===== src/rtl/loader_pkg.sv =====
// Shared types and constants for the external data-memory boot loader.
package loader_pkg;

  typedef enum logic [2:0] {
    IDLE    = 3'd0,
    COLLECT = 3'd1,
    WRITE   = 3'd2,
    CHECK   = 3'd3,
    DONE    = 3'd4,
    RUN     = 3'd5,
    FAIL    = 3'd6
  } state_t;

  localparam int BYTES_PER_WORD  = 4;
  localparam int WORD_BYTES_LOG2 = 2;

  // Byte address of word idx of a load; wraps modulo 2^32 by construction.
  function automatic logic [31:0] word_addr(input logic [31:0] base, input logic [10:0] idx);
    return base + (32'(idx) << WORD_BYTES_LOG2);
  endfunction

endpackage


===== src/rtl/byte_packer.sv =====
// Little-endian byte-to-word assembler: byte index counter plus 32-bit word register.
module byte_packer
  import loader_pkg::*;
(
  input  logic        clk,
  input  logic        reset,
  input  logic        accept,
  input  logic [7:0]  byte_in,
  input  logic        clear,
  output logic [31:0] word,
  output logic        word_full
);

  logic [WORD_BYTES_LOG2-1:0] idx_q, idx_d;
  logic [31:0]                buf_q, buf_d;
  logic [31:0]                merged;

  // Merge the incoming byte into its lane and advance the byte index.
  always_comb begin
    merged = buf_q;
    merged[{idx_q, 3'b000} +: 8] = byte_in;
    idx_d = idx_q;
    buf_d = buf_q;
    if (clear) begin
      idx_d = '0;
      buf_d = 32'h0000_0000;
    end else if (accept) begin
      idx_d = idx_q + 2'd1;
      buf_d = merged;
    end else begin
      idx_d = idx_q;
      buf_d = buf_q;
    end
  end

  // Index and assembly register.
  always_ff @(posedge clk) begin
    if (reset) begin
      idx_q <= '0;
      buf_q <= 32'h0000_0000;
    end else begin
      idx_q <= idx_d;
      buf_q <= buf_d;
    end
  end

  // word already includes the byte being accepted, so the caller can latch it on word_full.
  assign word      = merged;
  assign word_full = accept && (idx_q == 2'(BYTES_PER_WORD - 1));

endmodule


===== src/rtl/ext_mem_loader.sv =====
// Boot-time loader driving the CPU external data-memory write port while holding the CPU in reset.
// Optional trailing checksum word: define LOADER_CHECKSUM_EN.
module ext_mem_loader
  import loader_pkg::*;
#(
  parameter logic [31:0] BASE_ADDR = 32'h0000_0000,
  parameter int          NUM_WORDS = 64
) (
  input  logic        clk,
  input  logic        reset,
  input  logic        start,
  input  logic        in_valid,
  input  logic [7:0]  in_data,
  output logic        in_ready,
  output logic        cpu_reset,
  output logic        Ext_MemWrite,
  output logic [31:0] Ext_WriteData,
  output logic [31:0] Ext_DataAdr,
  output logic        busy,
  output logic        done,
  output logic [10:0] word_count,
  output logic        error
);

  localparam logic [10:0] LAST_COUNT = 11'(NUM_WORDS);

  state_t      state_q, state_d;
  logic        in_ready_q, in_ready_d;
  logic        cpu_reset_q, cpu_reset_d;
  logic        mem_write_q, mem_write_d;
  logic [31:0] wdata_q, wdata_d;
  logic [31:0] adr_q, adr_d;
  logic        busy_q, busy_d;
  logic        done_q, done_d;
  logic [10:0] count_q, count_d;
  logic [10:0] count_next;
  logic        accept;
  logic        pack_clear;
  logic [31:0] pack_word;
  logic        pack_full;
`ifdef LOADER_CHECKSUM_EN
  logic [31:0] sum_q, sum_d;
  logic        error_q, error_d;
`endif

  assign accept     = in_valid && in_ready_q;
  assign count_next = count_q + 11'd1;

  byte_packer u_packer (
    .clk       (clk),
    .reset     (reset),
    .accept    (accept),
    .byte_in   (in_data),
    .clear     (pack_clear),
    .word      (pack_word),
    .word_full (pack_full)
  );

  // Next-state and next-output computation; every output is derived from the next state.
  always_comb begin
    state_d     = state_q;
    mem_write_d = 1'b0;
    wdata_d     = wdata_q;
    adr_d       = adr_q;
    count_d     = count_q;
    pack_clear  = 1'b0;
`ifdef LOADER_CHECKSUM_EN
    sum_d       = sum_q;
    error_d     = error_q;
`endif
    case (state_q)
      IDLE, RUN: begin
        if (start) begin
          state_d    = COLLECT;
          count_d    = 11'd0;
          pack_clear = 1'b1;
`ifdef LOADER_CHECKSUM_EN
          sum_d      = 32'h0000_0000;
`endif
        end else begin
          state_d = state_q;
        end
      end
      COLLECT: begin
        if (pack_full) begin
          state_d     = WRITE;
          mem_write_d = 1'b1;
          wdata_d     = pack_word;
          adr_d       = word_addr(BASE_ADDR, count_q);
        end else begin
          state_d = COLLECT;
        end
      end
      WRITE: begin
        count_d = count_next;
`ifdef LOADER_CHECKSUM_EN
        sum_d   = sum_q + wdata_q;
`endif
        if (count_next == LAST_COUNT) begin
`ifdef LOADER_CHECKSUM_EN
          state_d = CHECK;
`else
          state_d = DONE;
`endif
        end else begin
          state_d = COLLECT;
        end
      end
`ifdef LOADER_CHECKSUM_EN
      CHECK: begin
        if (pack_full) begin
          if (pack_word == sum_q) begin
            state_d = DONE;
          end else begin
            state_d = FAIL;
            error_d = 1'b1;
          end
        end else begin
          state_d = CHECK;
        end
      end
      FAIL: begin
        if (start) begin
          state_d    = COLLECT;
          count_d    = 11'd0;
          pack_clear = 1'b1;
          sum_d      = 32'h0000_0000;
          error_d    = 1'b0;
        end else begin
          state_d = FAIL;
        end
      end
`endif
      DONE:    state_d = RUN;
      default: state_d = IDLE;
    endcase
    in_ready_d  = (state_d == COLLECT) || (state_d == CHECK);
    busy_d      = in_ready_d || (state_d == WRITE);
    cpu_reset_d = (state_d != RUN);
    done_d      = (state_d == DONE);
  end

  // State and registered outputs.
  always_ff @(posedge clk) begin
    if (reset) begin
      state_q     <= IDLE;
      in_ready_q  <= 1'b0;
      cpu_reset_q <= 1'b1;
      mem_write_q <= 1'b0;
      wdata_q     <= 32'h0000_0000;
      adr_q       <= BASE_ADDR;
      busy_q      <= 1'b0;
      done_q      <= 1'b0;
      count_q     <= 11'd0;
`ifdef LOADER_CHECKSUM_EN
      sum_q       <= 32'h0000_0000;
      error_q     <= 1'b0;
`endif
    end else begin
      state_q     <= state_d;
      in_ready_q  <= in_ready_d;
      cpu_reset_q <= cpu_reset_d;
      mem_write_q <= mem_write_d;
      wdata_q     <= wdata_d;
      adr_q       <= adr_d;
      busy_q      <= busy_d;
      done_q      <= done_d;
      count_q     <= count_d;
`ifdef LOADER_CHECKSUM_EN
      sum_q       <= sum_d;
      error_q     <= error_d;
`endif
    end
  end

  assign in_ready      = in_ready_q;
  assign cpu_reset     = cpu_reset_q;
  assign Ext_MemWrite  = mem_write_q;
  assign Ext_WriteData = wdata_q;
  assign Ext_DataAdr   = adr_q;
  assign busy          = busy_q;
  assign done          = done_q;
  assign word_count    = count_q;
`ifdef LOADER_CHECKSUM_EN
  assign error = error_q;
`else
  assign error = 1'b0;
`endif

endmodule


===== config.mk =====
export PLATFORM = sky130hd
export DESIGN_NAME = ext_mem_loader
export DESIGN_NICKNAME = d
export VERILOG_FILES = /design/src/rtl/loader_pkg.sv /design/src/rtl/byte_packer.sv /design/src/rtl/ext_mem_loader.sv
export SDC_FILE = /design/constraint.sdc
export NUM_CORES = 1
export LEC_CHECK = 0
export ABC_AREA = 1
export BUFFER_PORTS_ARGS = -buffer_cell sky130_fd_sc_hd__buf_2
export CORE_MARGIN = 4
export CORE_UTILIZATION = 35
export CTS_BUF_LIST = sky130_fd_sc_hd__clkbuf_4
export DETAILED_ROUTE_END_ITERATION = 12
export SLEW_MARGIN = 10
export SYNTH_ARGS = -nofsm -noshare
export SYNTH_HDL_FRONTEND = slang
export SYNTH_SLANG_ARGS = --single-unit

===== constraint.sdc =====
create_clock -name clk -period 4.65 [get_ports clk]
set_input_delay 0.93 -clock clk [delete_from_list [all_inputs] [get_ports clk]]
set_output_delay 0.93 -clock clk [all_outputs]
set_load 0.02 [all_outputs]

==> qor.yml, run 1 <==
synth:
  syn_area_per_cell_um2: 7.44
  syn_area_um2: 3900
  synth_cell_types: 26
  netlist_top_cells_area: "dfxtp_1 (45%), a21oi_1 (9.2%), o21ai_0 (8.1%)"
  synth_top_area_share_pct: 45.1
  synth_cells: 525
  yosysWarningCount: 0
  yosysTopAreaCell: "dfxtp_1"
  yosysSeqAreaShare_pct: 45.1
  ys_ff_latch: 88
routing:
  num_vias: 3504
  drtIter0Drc: 297
  dr_wl_met2_um: 4330
  post_drt_wl_per_cell_um: 13.5
  drc: 0
  highest_layer: "met4"
  ant_nets: 0
  avgViaCountPerCell: 4.85
  wl_met3_um: 543
  wl_met1_um: 4750
  wl_um: 9780
  dr.pass1.iters: 4
critical_path:
  timing.rr.end: "Ext_WriteData[11]"
  reg2reg_slack_ps: 1990
  cp_data_required_time_ps: 5010
  ff2ff_path_depth: 7
  crit_path_end: "Ext_WriteData[11]"
  r2r-start: "u_packer.idx_q[0]"
  worstSetupPathType: "reg2reg"
  path_max_fanout: 76
  cp.arrival_ps: 3030
  start_kind: "flop"
  critPathCaptureType: "flop"
  critPathLaunch: "u_packer.idx_q[0]"
global_route:
  grt_max_degree: 77
  grt_remaining_overflow: 0
  first_global_vias: 3173
  grt_pass1_wl_um: 15900
  grt.total_usage_pct: 15.3
  antenna_found_initial: 0
sta:
  maxSlewViolCount: 0
  slew_headroom_pct: 26.1
  period_needed_ps: 2660
  fin_skew_ps: 13.0
  tns_ps: 0
  setup_viol: 0
  grt_setup_unrepaired: "false"
  finalHoldViolCount: 0
  fin_crit_sh_pct: 57.3
  worst_slew_pin_slew_ps: 1100
  fmax_mhz: 376
die:
  dieArea_um2: 12900
  die_h_um: 114
  fp-row-count: 38
  start_util_pct: 35.9
  fp.dieW_um: 114
  core-area_um2: 10900
  ios: 93
clock_tree:
  clock_latency_ps: 440
  cts.repair.resized: 0
  postCtsSetupBuffers: 0
  clock_sinks: 88
  clockBufferDepth: 2
  cts_tree: "built"
  path_clk_slew_ps: 130
  hold_buffers: 0
  numCtsBuffers: 9
  cts.htree.levels: 3
  cts_root_buffer: "clkbuf_4"
pwr:
  p_leak_nw: 1.92
  peakVddDrop_mv: 0.165
  power.density_nw_per_um2: 291
  fin_total_pwr_w: 0.00126
cells_and_area:
  antenna_cells: 0
  nets: 596
  fill_cells: 1159
  syn_to_final_growth_pct: 11.1
  drive_gt1_share_pct: 17.5
placement:
  portBuffers: 70
  place_congestion: 0.872
  hpwl_um: 6930
flow_run:
  drv_cap: 0
hold_path:
  holdPathStages: 2
  min_path_type: "reg2reg"
run_status:
  status: "complete, no violations"
==> cell families after synthesis <==
logic type	share of synthesized area [%]
flip-flops	45.1
AO/OA/AOI/OAI	23.2
AND/OR/NAND/NOR	15.3
buffers and inverters	14.4
other	0.0961
adder cells (fa/ha/maj)	1.92
==> cells in the mapped netlist, drive strengths merged <==
library cell	count
dfxtp	88
a21oi	73
inv	72
o21ai	70
nand2	61
nor2	47
buf	33
clkbuf	17
nand3	17
o22ai	17
ha	6
nand4	6
nor3	6
a32oi	5
a22oi	4
clkinv	1
conb	1
o21bai	1
==> report_power, final <==
group	switching, W	internal (W)	leakage, nW
Sequential	0.00000828	0.000768	0.711
Combinational	0.0000895	0.0000314	1.15
Clock	0.000249	0.000116	0.0594
==> cell usage in the layout (no fill, tap or decap) <==
master      instances
a21oi_1            72
a21oi_2             1
a22oi_1             4
a32oi_1             5
buf_2              70
buf_4               1
clkbuf_4           11
clkinv_1            5
clkinv_2            1
clkinvlp_4          1
conb_1             22
dfxtp_1            88
ha_1                6
inv_1              65
inv_2               6
nand2_1            59
nand2_2             2
nand3_1            15
nand3_2             2
nand4_1             6
nor2_1             40
nor2_2              6
nor2_4              1
nor3_1              6
o21ai_0            63
o21ai_1             7
o21bai_1            1
o22ai_1            17
==> through the flow <==
stage               instance area (um2)  hold slack [ps]  util [%]  instances  setup slack [ps]
floorplan                          3980              468         -        546              2760
CTS                                4340              501      39.8        723              1990
global placement                   4230              478      38.8        707              1850
global route                       4340              539      39.8        723              1590
finish                             4340              503      39.8        723              1990
detailed placement                 4230              480      38.8        707              1730
==> layer usage <==
layer,global-route usage (%),vias to the layer above
met2,23.8,94
met5,0,-
met3,3.82,17
met4,5.05,0
li1,-,1797
met1,20.9,1596
==> critical path, cell delays in order (launching register included) <==
cell and delay (ps):
dfxtp_1 610, ha_1 220, inv_1 70, nor2_1 140
nand2_1 310, inv_2 880, o21ai_0 180, a21oi_1 160
==> layout make-up <==
| class | count | area (um2) | share of cell area [%] |
|---|---|---|---|
| clock buffer | 11 | 82.6 | 1.90 |
| inverter | 73 | 274 | 6.32 |
| clock inverter | 5 | 23.8 | 0.548 |
| sequential | 88 | 1760 | 40.6 |
| multi-input combinational | 335 | 1660 | 38.3 |
| tap | 140 | 175 | 4.04 |
| timing repair buffer | 71 | 358 | 8.25 |
==> worst min-delay path by stage <==
stage	endpoint	start	slack (ps)
after global routing	Ext_DataAdr[3]	Ext_DataAdr[3]	540
after global placement	Ext_DataAdr[4]	Ext_DataAdr[4]	480
after floorplan	u_packer.idx_q[1]	u_packer.idx_q[1]	470
final	Ext_DataAdr[3]	Ext_DataAdr[3]	500
after CTS	Ext_DataAdr[7]	Ext_DataAdr[7]	500
after detailed placement	Ext_DataAdr[7]	Ext_DataAdr[7]	480
==> registers in the layout, summed over array words and instances, names as in the netlist <==
name            flops
Ext_DataAdr        11
Ext_MemWrite        1
Ext_WriteData      32
busy                1
cpu_reset           1
done                1
in_ready            1
state_q             3
u_packer.buf_q     24
u_packer.idx_q      2
word_count         11
Power figures use the tool's default switching activity.
==> run 2, diff against run 1 <==
==> constraint.sdc (replaced) <==
create_clock -name clk -period 2.2 [get_ports clk]
set_input_delay 0.44 -clock clk [delete_from_list [all_inputs] [get_ports clk]]
set_output_delay 0.44 -clock clk [all_outputs]
set_load 0.02 [all_outputs]
==> run 2 against run 1 <==
  * First-iteration DRC count is 21% lower
  * Wire length grew 0.59%
  * Largest power group unchanged
  * Power up 120%
  * Worst hold slack got worse by 140 ps
  * Cell count increased by 0.83%
  * Critical endpoint is now u_packer.buf_q[12]
  * Via count shrank 0.37%
  * Worst setup slack got worse by 1700 ps
  * Flip-flop and latch count stayed put
  * Die area unchanged
  * Largest cell class unchanged
  * Clock power up 140%
  * Global-route usage decreased by 0.095 points
==> qor.yml, run 2 (synthesized netlist as in run 1, its figures left out) <==
run_status:
  status: "complete, no violations"
global_route:
  grt.total_usage_pct: 15.2  # -0.095 points
  antenna_found_initial: 0  # unchanged
  grt_remaining_overflow: 0  # unchanged
  grt_max_degree: 70  # -9.1%
  grt_pass1_wl_um: 15700  # -0.83%
  first_global_vias: 3220  # +1.5%
clock_tree:
  cts_tree: "built"
  numCtsBuffers: 9  # unchanged
  cts.repair.resized: 0  # unchanged
  clock_latency_ps: 430  # about the same
  path_clk_slew_ps: 130  # about the same
  clock_sinks: 88  # unchanged
  postCtsSetupBuffers: 0  # unchanged
  hold_buffers: 0  # unchanged
  clockBufferDepth: 2  # unchanged
  cts.htree.levels: 3  # unchanged
  cts_root_buffer: "clkbuf_4"
routing:
  ant_nets: 0  # unchanged
  drc: 0  # unchanged
  num_vias: 3491  # -0.37%
  post_drt_wl_per_cell_um: 13.5  # -0.23%
  avgViaCountPerCell: 4.79  # -1.2%
  drtIter0Drc: 236  # -21%
  wl_um: 9840  # +0.59%
  dr.pass1.iters: 4  # unchanged
die:
  die_h_um: 114  # unchanged
  fp.dieW_um: 114  # unchanged
  ios: 93  # unchanged
  fp-row-count: 38  # unchanged
  start_util_pct: 35.9  # unchanged
  core-area_um2: 10900  # unchanged
  dieArea_um2: 12900  # unchanged
critical_path:
  ff2ff_path_depth: 6  # -1
  r2r-start: "u_packer.idx_q[0]"
  critPathCaptureType: "flop"
  timing.rr.end: "u_packer.buf_q[12]"
  worstSetupPathType: "reg2reg"
  cp_data_required_time_ps: 2560  # -2450 ps
  start_kind: "flop"
  critPathLaunch: "u_packer.idx_q[0]"
  reg2reg_slack_ps: 260  # -1730 ps
  crit_path_end: "u_packer.buf_q[12]"
  path_max_fanout: 11  # -86%
  cp.arrival_ps: 2300  # -730 ps
cells_and_area:
  final_common_cell: "dfxtp_1"
  largest_reg_flops: 32  # unchanged
  regArea_um2: 1760  # about the same
  mostFrequentLayoutCells: "dfxtp_1 (87), a21oi_1 (72), buf_2 (70)"
  drive_gt1_share_pct: 19.0  # +1.5 points
  syn_to_final_growth_pct: 13.3
  layout.cells.non_filler: 729  # +0.83%
  nets: 603  # +1.2%
  antenna_cells: 0  # unchanged
  fill_cells: 1127  # -2.8%
  multi_input_area_um2: 1660  # unchanged
  post-route-util_pct: 40.6  # +0.82 points
pwr:
  pwr-share-clk_pct: 31.5  # +2.6 points
  fin_total_pwr_w: 0.00278  # +120%
  power.density_nw_per_um2: 629  # +120%
  p_int_w: 0.00203  # +120%
  p_sw_w: 0.000750  # +120%
  pwr-share-comb_pct: 9.5  # about the same
  swShare_pct: 27.0  # -0.52 points
  peakVddDrop_mv: 0.271  # +64%
  sequentialPowerShare_pct: 59.0  # -2.5 points
  p_leak_nw: 1.98  # +2.9%
placement:
  place_congestion: 0.867  # -0.49%
  hpwl_um: 7000  # +1.1%
  portBuffers: 70  # unchanged
  dp_cells: 714  # +0.99%
sta:
  grt_setup_unrepaired: "false"
  fmax_mhz: 516  # +37%
  fin_skew_ps: 15.3  # +2.23 ps
  slew_headroom_pct: 62.8  # +37 points
  setup_viol: 0  # unchanged
  finalHoldViolCount: 0  # unchanged
  fin_crit_sh_pct: 88.1  # +31 points
  fin_hold_ws_ps: 363  # -140 ps
  period_needed_ps: 1940  # -724 ps
  tns_ps: 0  # unchanged
  maxSlewViolCount: 0  # unchanged
  worst_slew_pin_slew_ps: 556  # -545 ps
hold_path:
  min_path_type: "in2reg"
flow_run:
  drv_cap: 0  # unchanged
run 2: power groups by stage:
stage          Combinational [W]  Sequential, W  Clock (W)
2_1_floorplan           0.000224        0.00168          0
3_3_place_gp            0.000255        0.00168          0
3_5_place_dp            0.000261        0.00168          0
4_1_cts                 0.000261        0.00164   0.000904
5_1_grt                 0.000296        0.00165   0.000972
6_report                0.000263        0.00164   0.000877
run 2: worst min path at each step:
stage / start / endpoint / slack [ps] / depth (start not counted)
global route: in_data[1] / Ext_WriteData[9] / 340 / 3
detailed placement: Ext_DataAdr[3] / Ext_DataAdr[3] / 470 / 2
global placement: Ext_DataAdr[3] / Ext_DataAdr[3] / 460 / 2
CTS: reset / Ext_MemWrite / 330 / 2
finish: reset / state_q[1] / 360 / 2
floorplan: u_packer.idx_q[1] / u_packer.idx_q[1] / 470 / 2
run 2: layer usage:
layer  global-route usage, %  vias up  share of wire (%)
met5                       0        -                  0
met4                    3.77        0                1.1
met3                    4.35       12                6.3
met2                    24.4      102                 45
met1                    20.3     1567                 47
li1                        -     1810                  -
run 2: worst max-delay path, stage by stage, from the launching register on:
cell,delay [ps]
dfxtp_2,480
clkinv_1,170
ha_1,420
nand2_1,90
nor2_1,290
a32oi_1,200
a21oi_1,220
run 2: final cells by class:
cell class | instances | area share [%]
well taps | 140 | 3.96
multi-input cells | 335 | 37.5
repair buffers | 78 | 9.56
clock inverters | 6 | 1.39
inverters | 73 | 6.19
clock buffers | 9 | 1.53
flip-flops and latches | 88 | 39.8
run 2: stage by stage:
stage | setup slack, ps | instance area (um2)
2_1_floorplan | 413 | 3980
3_3_place_gp | 244 | 4290
3_5_place_dp | 152 | 4290
4_1_cts | 125 | 4420
5_1_grt | 2.22 | 4420
6_report | 261 | 4420
==> run 3, diff against run 2 <==
--- a/config.mk
+++ b/config.mk
@@ -6,11 +6,11 @@
 export NUM_CORES = 1
 export LEC_CHECK = 0
 export ABC_AREA = 1
-export BUFFER_PORTS_ARGS = -buffer_cell sky130_fd_sc_hd__buf_2
 export CORE_MARGIN = 4
 export CORE_UTILIZATION = 35
 export CTS_BUF_LIST = sky130_fd_sc_hd__clkbuf_4
 export DETAILED_ROUTE_END_ITERATION = 12
+export DONT_BUFFER_PORTS = 1
 export SLEW_MARGIN = 10
 export SYNTH_ARGS = -nofsm -noshare
 export SYNTH_HDL_FRONTEND = slang
==> run 3 against run 2 <==
  * Sequential share of layout area rose by 2.9 points
  * Utilization fell by 2.8 points
  * Power fell by 3.8%
  * Combinational power fell by 9.1%
  * Global-route usage rose by 0.13 points
  * Cell count fell by 8.6%
  * Clock power fell by 10%
  * Flip-flop and latch count did not move
  * Worst setup slack improved by 4.1 ps
  * First-iteration DRC count fell by 0.42%
  * Critical path depth rose by 1
==> qor.yml, run 3 (synthesized netlist as in run 1, its figures left out) <==
run_status:
  status: "complete, no violations"
sta:
  worst_slew_pin_slew_ps: 539  # -17.4 ps
  period_needed_ps: 1930  # -4.09 ps
  tns_ps: 0  # unchanged
  slew_headroom_pct: 64.0  # +1.2 points
  maxSlewViolCount: 0  # unchanged
  fin_crit_sh_pct: 87.9  # -0.19 points
  finalHoldViolCount: 0  # unchanged
  fin_skew_ps: 15.2  # -0.0592 ps
  grt_setup_unrepaired: "false"
  fin_ws_ps: 265  # +4.09 ps
  fmax_mhz: 517  # +0.21%
  setup_viol: 0  # unchanged
clock_tree:
  path_clk_slew_ps: 140  # about the same
  numCtsBuffers: 9  # unchanged
  clockBufferDepth: 2  # unchanged
  cts.htree.levels: 3  # unchanged
  clock_sinks: 88  # unchanged
  clock_latency_ps: 450  # +20 ps
  cts_root_buffer: "clkbuf_4"
  cts_tree: "built"
cells_and_area:
  drive_gt1_share_pct: 9.13  # -9.9 points
  antenna_cells: 0  # unchanged
  nets: 540  # -10%
  largest_reg_flops: 32  # unchanged
  final_common_cell: "dfxtp_1"
  mostFrequentLayoutCells: "dfxtp_1 (87), a21oi_1 (72), inv_1 (66)"
  syn_to_final_growth_pct: 5.61
  layout.cells.non_filler: 666  # -8.6%
routing:
  post_drt_wl_per_cell_um: 14.8  # +9.8%
  drtIter0Drc: 235  # -0.42%
  dr.pass1.iters: 5  # +1
  wl_um: 9870  # +0.35%
  drc: 0  # unchanged
  num_vias: 3278  # -6.1%
  avgViaCountPerCell: 4.92  # +2.8%
  ant_nets: 0  # unchanged
die:
  fp.dieW_um: 114  # unchanged
  die_h_um: 114  # unchanged
  ios: 93  # unchanged
  start_util_pct: 35.9  # unchanged
  fp-row-count: 38  # unchanged
  dieArea_um2: 12900  # unchanged
  core-area_um2: 10900  # unchanged
global_route:
  antenna_found_initial: 0  # unchanged
  grt_max_degree: 51  # -27%
  grt_pass1_wl_um: 15800  # +0.66%
  grt_remaining_overflow: 0  # unchanged
  grt.total_usage_pct: 15.3  # +0.13 points
  first_global_vias: 3104  # -3.6%
critical_path:
  critPathLaunch: "u_packer.idx_q[0]"
  worstSetupPathType: "reg2reg"
  path_max_fanout: 11  # unchanged
  cp.arrival_ps: 2310  # about the same
  timing.rr.end: "Ext_WriteData[7]"
  ff2ff_path_depth: 7  # +1
  crit_path_end: "Ext_WriteData[7]"
  r2r-start: "u_packer.idx_q[0]"
  cp_data_required_time_ps: 2570  # about the same
  reg2reg_slack_ps: 270  # about the same
  start_kind: "flop"
  critPathCaptureType: "flop"
pwr:
  peakVddDrop_mv: 0.384  # +42%
  fin_total_pwr_w: 0.00267  # -3.8%
  power.density_nw_per_um2: 649  # +3.2%
  p_leak_nw: 1.64  # -17%
placement:
  hpwl_um: 7100  # +1.4%
  place_congestion: 0.867  # unchanged
  preCtsSetupSlack_ps: 162  # +9.78 ps
  portBuffers: 0  # -100%
  dp_cells: 650  # -9.0%
flow_run:
  drv_cap: 0  # unchanged
hold_path:
  min_path_type: "in2reg"
run 3: cell types whose count changed in the layout (fill, tap and decap cells not counted), sizes merged:
cell,change
buf,-64
clkbuf,+3
clkinv,-3
bufinv,-1
clkinvlp,+1
dlygate4sd3,+1
run 3: where the power goes:
part,internal (W),switching [W]
Combinational,0.0000620,0.000177
Sequential,0.00162,0.0000243
Clock,0.000263,0.000524
Total,0.00195,0.000725
run 3: worst min path at each step:
stage                   endpoint              start  cells after the start  slack, ps
2_1_floorplan  u_packer.idx_q[1]  u_packer.idx_q[1]                      2        470
3_3_place_gp   u_packer.idx_q[1]  u_packer.idx_q[1]                      2        490
3_5_place_dp   u_packer.idx_q[1]  u_packer.idx_q[1]                      2        500
4_1_cts            word_count[7]              reset                      1          6
5_1_grt            word_count[9]              reset                      1          4
6_report           word_count[5]              reset                      1         30
run 3: layout make-up:
cell class                 instances  area [um2]
inverter                          73         274
tap                              140         175
multi-input combinational        335        1660
timing repair buffer              15         140
fill                            1128        6770
clock inverter                     3        20.0
sequential                        88        1760
clock buffer                      12        90.1
run 3: worst max-delay path, cell delays in order, from the launching register on:
cell      delay [ps]
dfxtp_2          490
clkinv_1         170
ha_1             410
nor2_1           110
nand3_1          250
o22ai_1          210
inv_1             90
a21oi_1          140
run 3: metrics by stage:
stage                     util, %  cell area [um2]  hold WS [ps]
after global routing         37.9             4120          4.48
after floorplan                 -             3980           468
after detailed placement     36.8             4000           502
final                        37.9             4120          32.4
after global placement       36.8             4000           494
after CTS                    37.8             4110          6.01
run 3: layer usage:
metal  track usage [%]  up-vias  wire length, um
met1              18.6     1478             4320
met5                 0        -                0
met2              25.1      113             4520
met4              4.09        0              109
li1                  -     1677                -
met3              6.37       10              923
run 3: timing repair:
item / 4_1_cts / 5_1_grt
hold endpoints to repair: 0 / 1
gates resized for setup: 0 / 1
hold buffers: 0 / 1
setup endpoints to repair: 0 / 38
setup buffers: 0 / 0
